===== src/rtl/fetch_pkg.sv =====
// fetch_pkg: shared types and defaults for the instruction fetch stage.
package fetch_pkg;

    localparam int         DEF_ADDR_W      = 8;
    localparam int         DEF_DATA_W      = 8;
    localparam logic [7:0] DEF_HALT_OPCODE = 8'hFF;
    localparam int         DEF_EXT_BIT     = 7;

    typedef enum logic [2:0] {
        ST_IDLE    = 3'd0,
        ST_REQ_OP  = 3'd1,
        ST_CAP_OP  = 3'd2,
        ST_REQ_ARG = 3'd3,
        ST_CAP_ARG = 3'd4,
        ST_OUT     = 3'd5,
        ST_HALT    = 3'd6
    } fetch_state_e;

    // An opcode with the extension bit set carries an operand word, except
    // the halt opcode, which always stands alone.
    function automatic logic is_two_word(input logic [DEF_DATA_W-1:0] opcode);
        return opcode[DEF_EXT_BIT] && (opcode != DEF_HALT_OPCODE);
    endfunction

endpackage


===== src/rtl/instr_fetch.sv =====
// instr_fetch: fetch stage between instr_mem and the decoder. Drives the
// instr_mem read address, assembles {opcode, operand} instructions and
// presents them downstream. Owns the PC, jump redirects and the halt opcode.
//
// Handshake: instr_valid is high only in OUT; instr and instr_pc are held
// stable while instr_valid is high and instr_ready is low; a transfer occurs
// on every rising edge where both are high, and instr_valid drops on the
// following cycle.
module instr_fetch
    import fetch_pkg::*;
#(
    parameter int                ADDR_W      = DEF_ADDR_W,
    parameter int                DATA_W      = DEF_DATA_W,
    parameter logic [ADDR_W-1:0] START_ADDR  = '0,
    parameter logic [DATA_W-1:0] HALT_OPCODE = DEF_HALT_OPCODE,
    parameter int                EXT_BIT     = DEF_EXT_BIT
) (
    input  logic                clk,
    input  logic                rst,
    input  logic                start,
    output logic [ADDR_W-1:0]   imem_addr,
    input  logic [DATA_W-1:0]   imem_data,
    output logic [2*DATA_W-1:0] instr,
    output logic [ADDR_W-1:0]   instr_pc,
    output logic                instr_valid,
    input  logic                instr_ready,
    input  logic                jump_en,
    input  logic [ADDR_W-1:0]   jump_addr,
    output logic                busy,
    output logic                halted
);

    fetch_state_e      state_q, state_d;
    logic [ADDR_W-1:0] pc_q, pc_d;
    logic [ADDR_W-1:0] addr_d;
    logic [DATA_W-1:0] opcode_q, operand_q;
    logic [ADDR_W-1:0] instr_pc_q;
    logic              cap_two_word;
    logic              out_two_word;

    // Word length of the opcode arriving now (CAP_OP) and of the one held.
    assign cap_two_word = imem_data[EXT_BIT] && (imem_data != HALT_OPCODE);
    assign out_two_word = opcode_q[EXT_BIT] && (opcode_q != HALT_OPCODE);

    assign busy        = (state_q != ST_IDLE) && (state_q != ST_HALT);
    assign halted      = (state_q == ST_HALT);
    assign instr_valid = (state_q == ST_OUT);
    assign instr       = {opcode_q, operand_q};
    assign instr_pc    = instr_pc_q;

    // Next state, next PC and the read address to present next cycle.
    always_comb begin
        state_d = state_q;
        pc_d    = pc_q;
        addr_d  = imem_addr;
        case (state_q)
            ST_IDLE, ST_HALT: begin
                if (start) begin
                    state_d = ST_REQ_OP;
                    pc_d    = START_ADDR;
                end
            end
            ST_REQ_OP:  state_d = ST_CAP_OP;
            ST_CAP_OP:  state_d = cap_two_word ? ST_REQ_ARG : ST_OUT;
            ST_REQ_ARG: state_d = ST_CAP_ARG;
            ST_CAP_ARG: state_d = ST_OUT;
            ST_OUT: begin
                if (instr_ready) begin
                    pc_d    = pc_q + (out_two_word ? ADDR_W'(2) : ADDR_W'(1));
                    state_d = (opcode_q == HALT_OPCODE) ? ST_HALT : ST_REQ_OP;
                end
            end
            default: state_d = ST_IDLE;
        endcase
        // A redirect overrides everything in flight, including a handshake.
        if (jump_en && busy) begin
            state_d = ST_REQ_OP;
            pc_d    = jump_addr;
        end
        // The address changes only when a new request starts, so it stays
        // put across each request/capture pair and while presenting.
        if (state_d == ST_REQ_OP) begin
            addr_d = pc_d;
        end else if (state_d == ST_REQ_ARG) begin
            addr_d = pc_q + ADDR_W'(1);
        end
    end

    // State, PC and read-address registers.
    always_ff @(posedge clk) begin
        if (rst) begin
            state_q   <= ST_IDLE;
            pc_q      <= START_ADDR;
            imem_addr <= START_ADDR;
        end else begin
            state_q   <= state_d;
            pc_q      <= pc_d;
            imem_addr <= addr_d;
        end
    end

    // Capture opcode/operand words as they return from instr_mem.
    always_ff @(posedge clk) begin
        if (rst) begin
            opcode_q   <= '0;
            operand_q  <= '0;
            instr_pc_q <= '0;
        end else if (state_q == ST_CAP_OP) begin
            opcode_q   <= imem_data;
            operand_q  <= '0;
            instr_pc_q <= pc_q;
        end else if (state_q == ST_CAP_ARG) begin
            operand_q  <= imem_data;
        end
    end

endmodule


===== config.mk =====
export PLATFORM = sky130hd
export DESIGN_NAME = instr_fetch
export DESIGN_NICKNAME = d
export VERILOG_FILES = /design/src/rtl/fetch_pkg.sv /design/src/rtl/instr_fetch.sv
export SDC_FILE = /design/constraint.sdc
export NUM_CORES = 1
export LEC_CHECK = 0
export BUFFER_PORTS_ARGS = -buffer_cell sky130_fd_sc_hd__buf_2
export CELL_PAD_IN_SITES_DETAIL_PLACEMENT = 1
export CELL_PAD_IN_SITES_GLOBAL_PLACEMENT = 1
export CORE_ASPECT_RATIO = 1.1
export CORE_UTILIZATION = 41
export DETAILED_ROUTE_END_ITERATION = 12
export PLACE_DENSITY = 0.82
export SYNTH_ARGS = -nofsm -noshare
export SYNTH_HDL_FRONTEND = slang
export SYNTH_SLANG_ARGS = --single-unit

===== constraint.sdc =====
create_clock -name clk -period 6 [get_ports clk]
set_input_delay 0.6 -clock clk [delete_from_list [all_inputs] [get_ports clk]]
set_output_delay 0.6 -clock clk [all_outputs]
set_load 0.05 [all_outputs]

==> results by group <==
Yosys
  – Yosys reg bits: 43
  – Mapped Nets: 313
  – Unique masters post-synth: between 50 and 60
  – Avg Inst Size Synth: just under 8 um^2
  – Ys async rst share: 0%
  – Synth warnings: 0
  – Top_reg_cell synth: dfxtp_1
  – Netlist Area Pre-Place: roughly 2300 um^2
  – Post-synth EDFFs: 0
  – Post-synthesis sequential area ratio: 37.8%
  – Mapped Cells: 288

Global route
  – Grt ovf: 0
  – Initial antenna violation count: 0
  – GRT Util Overall: 21.7%
  – First-pass GRT wire length: 9810 um
  – Vias in the first global route: 2107
  – Largest net degree at the start of global routing: 28

Status
  – Status: finished, final reports clean

Floorplanning
  – Initial Util: 42.5%
  – Rows: 28
  – Total Die Area: approximately 6000 um^2
  – Die W: 73.1 um
  – I/O pin count: 56
  – Die H: 80.2 um
  – Core Area: about 5400 um^2

Power
  – Clock power share: 24.7%
  – Pwr/cell area: 284 nW/um^2
  – Seq pwr share: 45.7%
  – Switching share of power: 38.3%
  – Peak supply drop: 0.000190 V
  – Power Internal: 0.000461 W
  – Net load switching power: approximately 0.00029 W
  – Comb pwr share: between 20% and 30%
  – Leak pwr: 1.15 nW

STA
  – Final-report hold violation count: 0
  – Slew Viols, Final: 0
  – RSZ-0062 raised after global routing: false
  – Relative slew slack: between 30% and 40%
  – Peak Freq: 373 MHz
  – Worst Skew: 0.00515 ns
  – Setup tns final: 0 ns
  – Final period utilization: 44.7%
  – Fin crit period: 2.68 ns
  – Final setup violating endpoints: 0
  – Hold slack: 0.454 ns
  – Worst Tran Pin Value: 0.900 ns

Routing
  – Post-DR wirelength/cell: 14.6 um
  – Via density: 5.26
  – Vias: 2146
  – DRC: 0
  – Routed WL: just under 6000 um
  – 1st-pass router iterations: 4
  – Initial DRC count: 108
  – Post-route ant nets: 0

Setup path
  – Setup CP Type: reg -> reg
  – Crit-path max FO: 22
  – CP cell instances: nor2b_1 > a211o_1 > a21oi_1 > nand2_1 > o22ai_1
  – Critical path launch point type: register
  – CP max stage delay: between 0.9 and 1 ns
  – Crit path capture type: register
  – Critical path arrival: 2.90 ns
  – Worst EP required: 6.22 ns
  – Worst R2R Path Depth: 5
  – Worst path slowest cell: dfxtp_1

Layout
  – Finished Layout Cells: 408
  – # fillers: 690
  – Finished Cell Area: 2630 um^2
  – Layout area overhead: 15.6%
  – Most common cell after layout, fill and taps aside: buf_2
  – Layout cell share with drive strength beyond 1: between 20% and 30%
  – Most frequent cells in the layout: buf_2, nand2_1, dfxtp_1
  – Inserted Diodes: 0
  – Nets: roughly 360

Worst hold path
  – Hold Crit Class: reg -> reg
  – WHS Path Cells: 2

CTS
  – Post CTS Setup Buffer Count: 0
  – Total CTS buffers: 5
  – Clock buffer depth: 2
  – CTS tree: done
  – CTS Sinks: 43
  – CTS clk-pin slew, worst paths: around 0.08 ns
  – Hold buffer count at cts: 0
  – PostCTS Resize Cnt: 0
  – H-tree depth: 2
  – CTS Root Cell: clkbuf_8
  – Worst-Skew Late Latency: 0.30 ns

Placement
  – Port bufs: 55
  – DP HPWL: 4500 um
  – Post-Place Cells: 400
  – Post-placement cell area: around 2500 um^2
  – Final weighted congestion in routability-driven placement: slightly below 0.8

Flow run
  – Max-Cap Viols: 0
## critical path: cells and delay by family, from the launching register on
kind | cells | cell delay (ns)
compound gates | 3 | 1.25
flops | 1 | 0.92
simple gates | 2 | 0.42
## final timing paths
| path | start | slack [ns] | end |
|---|---|---|---|
| worst max-delay path | state_q[2]$_SDFF_PP0_ | 3.32 | imem_addr[6]$_SDFFE_PP0P_ |
| worst max register to register | state_q[2]$_SDFF_PP0_ | 3.32 | imem_addr[6]$_SDFFE_PP0P_ |
| worst min-delay path | instr_pc[4]$_SDFFE_PP0P_ | 0.45 | instr_pc[4]$_SDFFE_PP0P_ |
| worst min register to register | instr_pc[4]$_SDFFE_PP0P_ | 0.45 | instr_pc[4]$_SDFFE_PP0P_ |
## routing by layer
metal	GRT usage [%]	part of all wire [%]
met5	0	0
met1	25.9	47
met2	38.4	50
met3	3.76	2.9
met4	7.65	0.91
## synthesized netlist by cell type (4+ instances only)
cell	n	area share [%]
nand4_1	4	1.1
clkbuf_1	10	1.6
o21ai_1	4	0.88
nand2_1	51	8.4
dfxtp_1	43	38
a31oi_1	5	1.4
buf_2	4	0.88
nand3_1	6	1.3
o21ai_0	7	1.5
nor2b_1	10	2.7
a21oi_1	39	8.6
and3_1	6	1.6
mux2i_1	4	1.8
nor2_1	26	4.3
and2_1	7	1.9
o211ai_1	7	2.3
inv_1	5	0.82
## logic make-up (layout without fill, tap and decap cells)
group	after synthesis	count (layout)	share of synthesized area (%)
flip-flops	43	43	37.8
buffers and inverters	25	70	5.49
AND/OR/NAND/NOR	124	124	27.1
multiplexers	4	4	1.76
XOR/XNOR	6	6	2.64
AO/OA/AOI/OAI	82	82	22.7
adder cells (fa/ha/maj)	4	4	2.53
## through the flow
step | setup slack [ns] | power [W] | util, %
finish | 3.32 | 0.000747 | 49.1
global route | 3.06 | 0.000790 | 49.1
CTS | 3.30 | 0.000756 | 49.1
detailed placement | 3.32 | 0.000571 | 47.5
global placement | 3.40 | 0.000565 | 47.5
floorplan | 3.40 | 0.000520 | -
## cell type report
type	count	area (um^2)	share of cell area, %
clock buffer	6	72.6	2.76
clock inverter	2	12.5	0.475
inverter	7	26.3	0.998
multi-input combinational	220	1290	49.1
sequential	43	861	32.7
tap	75	93.8	3.56
timing repair buffer	55	275	10.5
## power groups by stage
stage,combinational (W),sequential [W],clock (W)
2_1_floorplan,0.000130,0.000390,0
3_3_place_gp,0.000218,0.000347,0
3_5_place_dp,0.000223,0.000348,0
4_1_cts,0.000224,0.000341,0.000191
5_1_grt,0.000242,0.000345,0.000202
6_report,0.000222,0.000341,0.000184
## state kept, by name, indices dropped and copies added, names as in the netlist
name / cells
state_q: 3
operand_q: 8
instr_pc: 8
imem_addr: 8
pc_q: 8
opcode_q: 8
(Power assumes the default switching activity.)
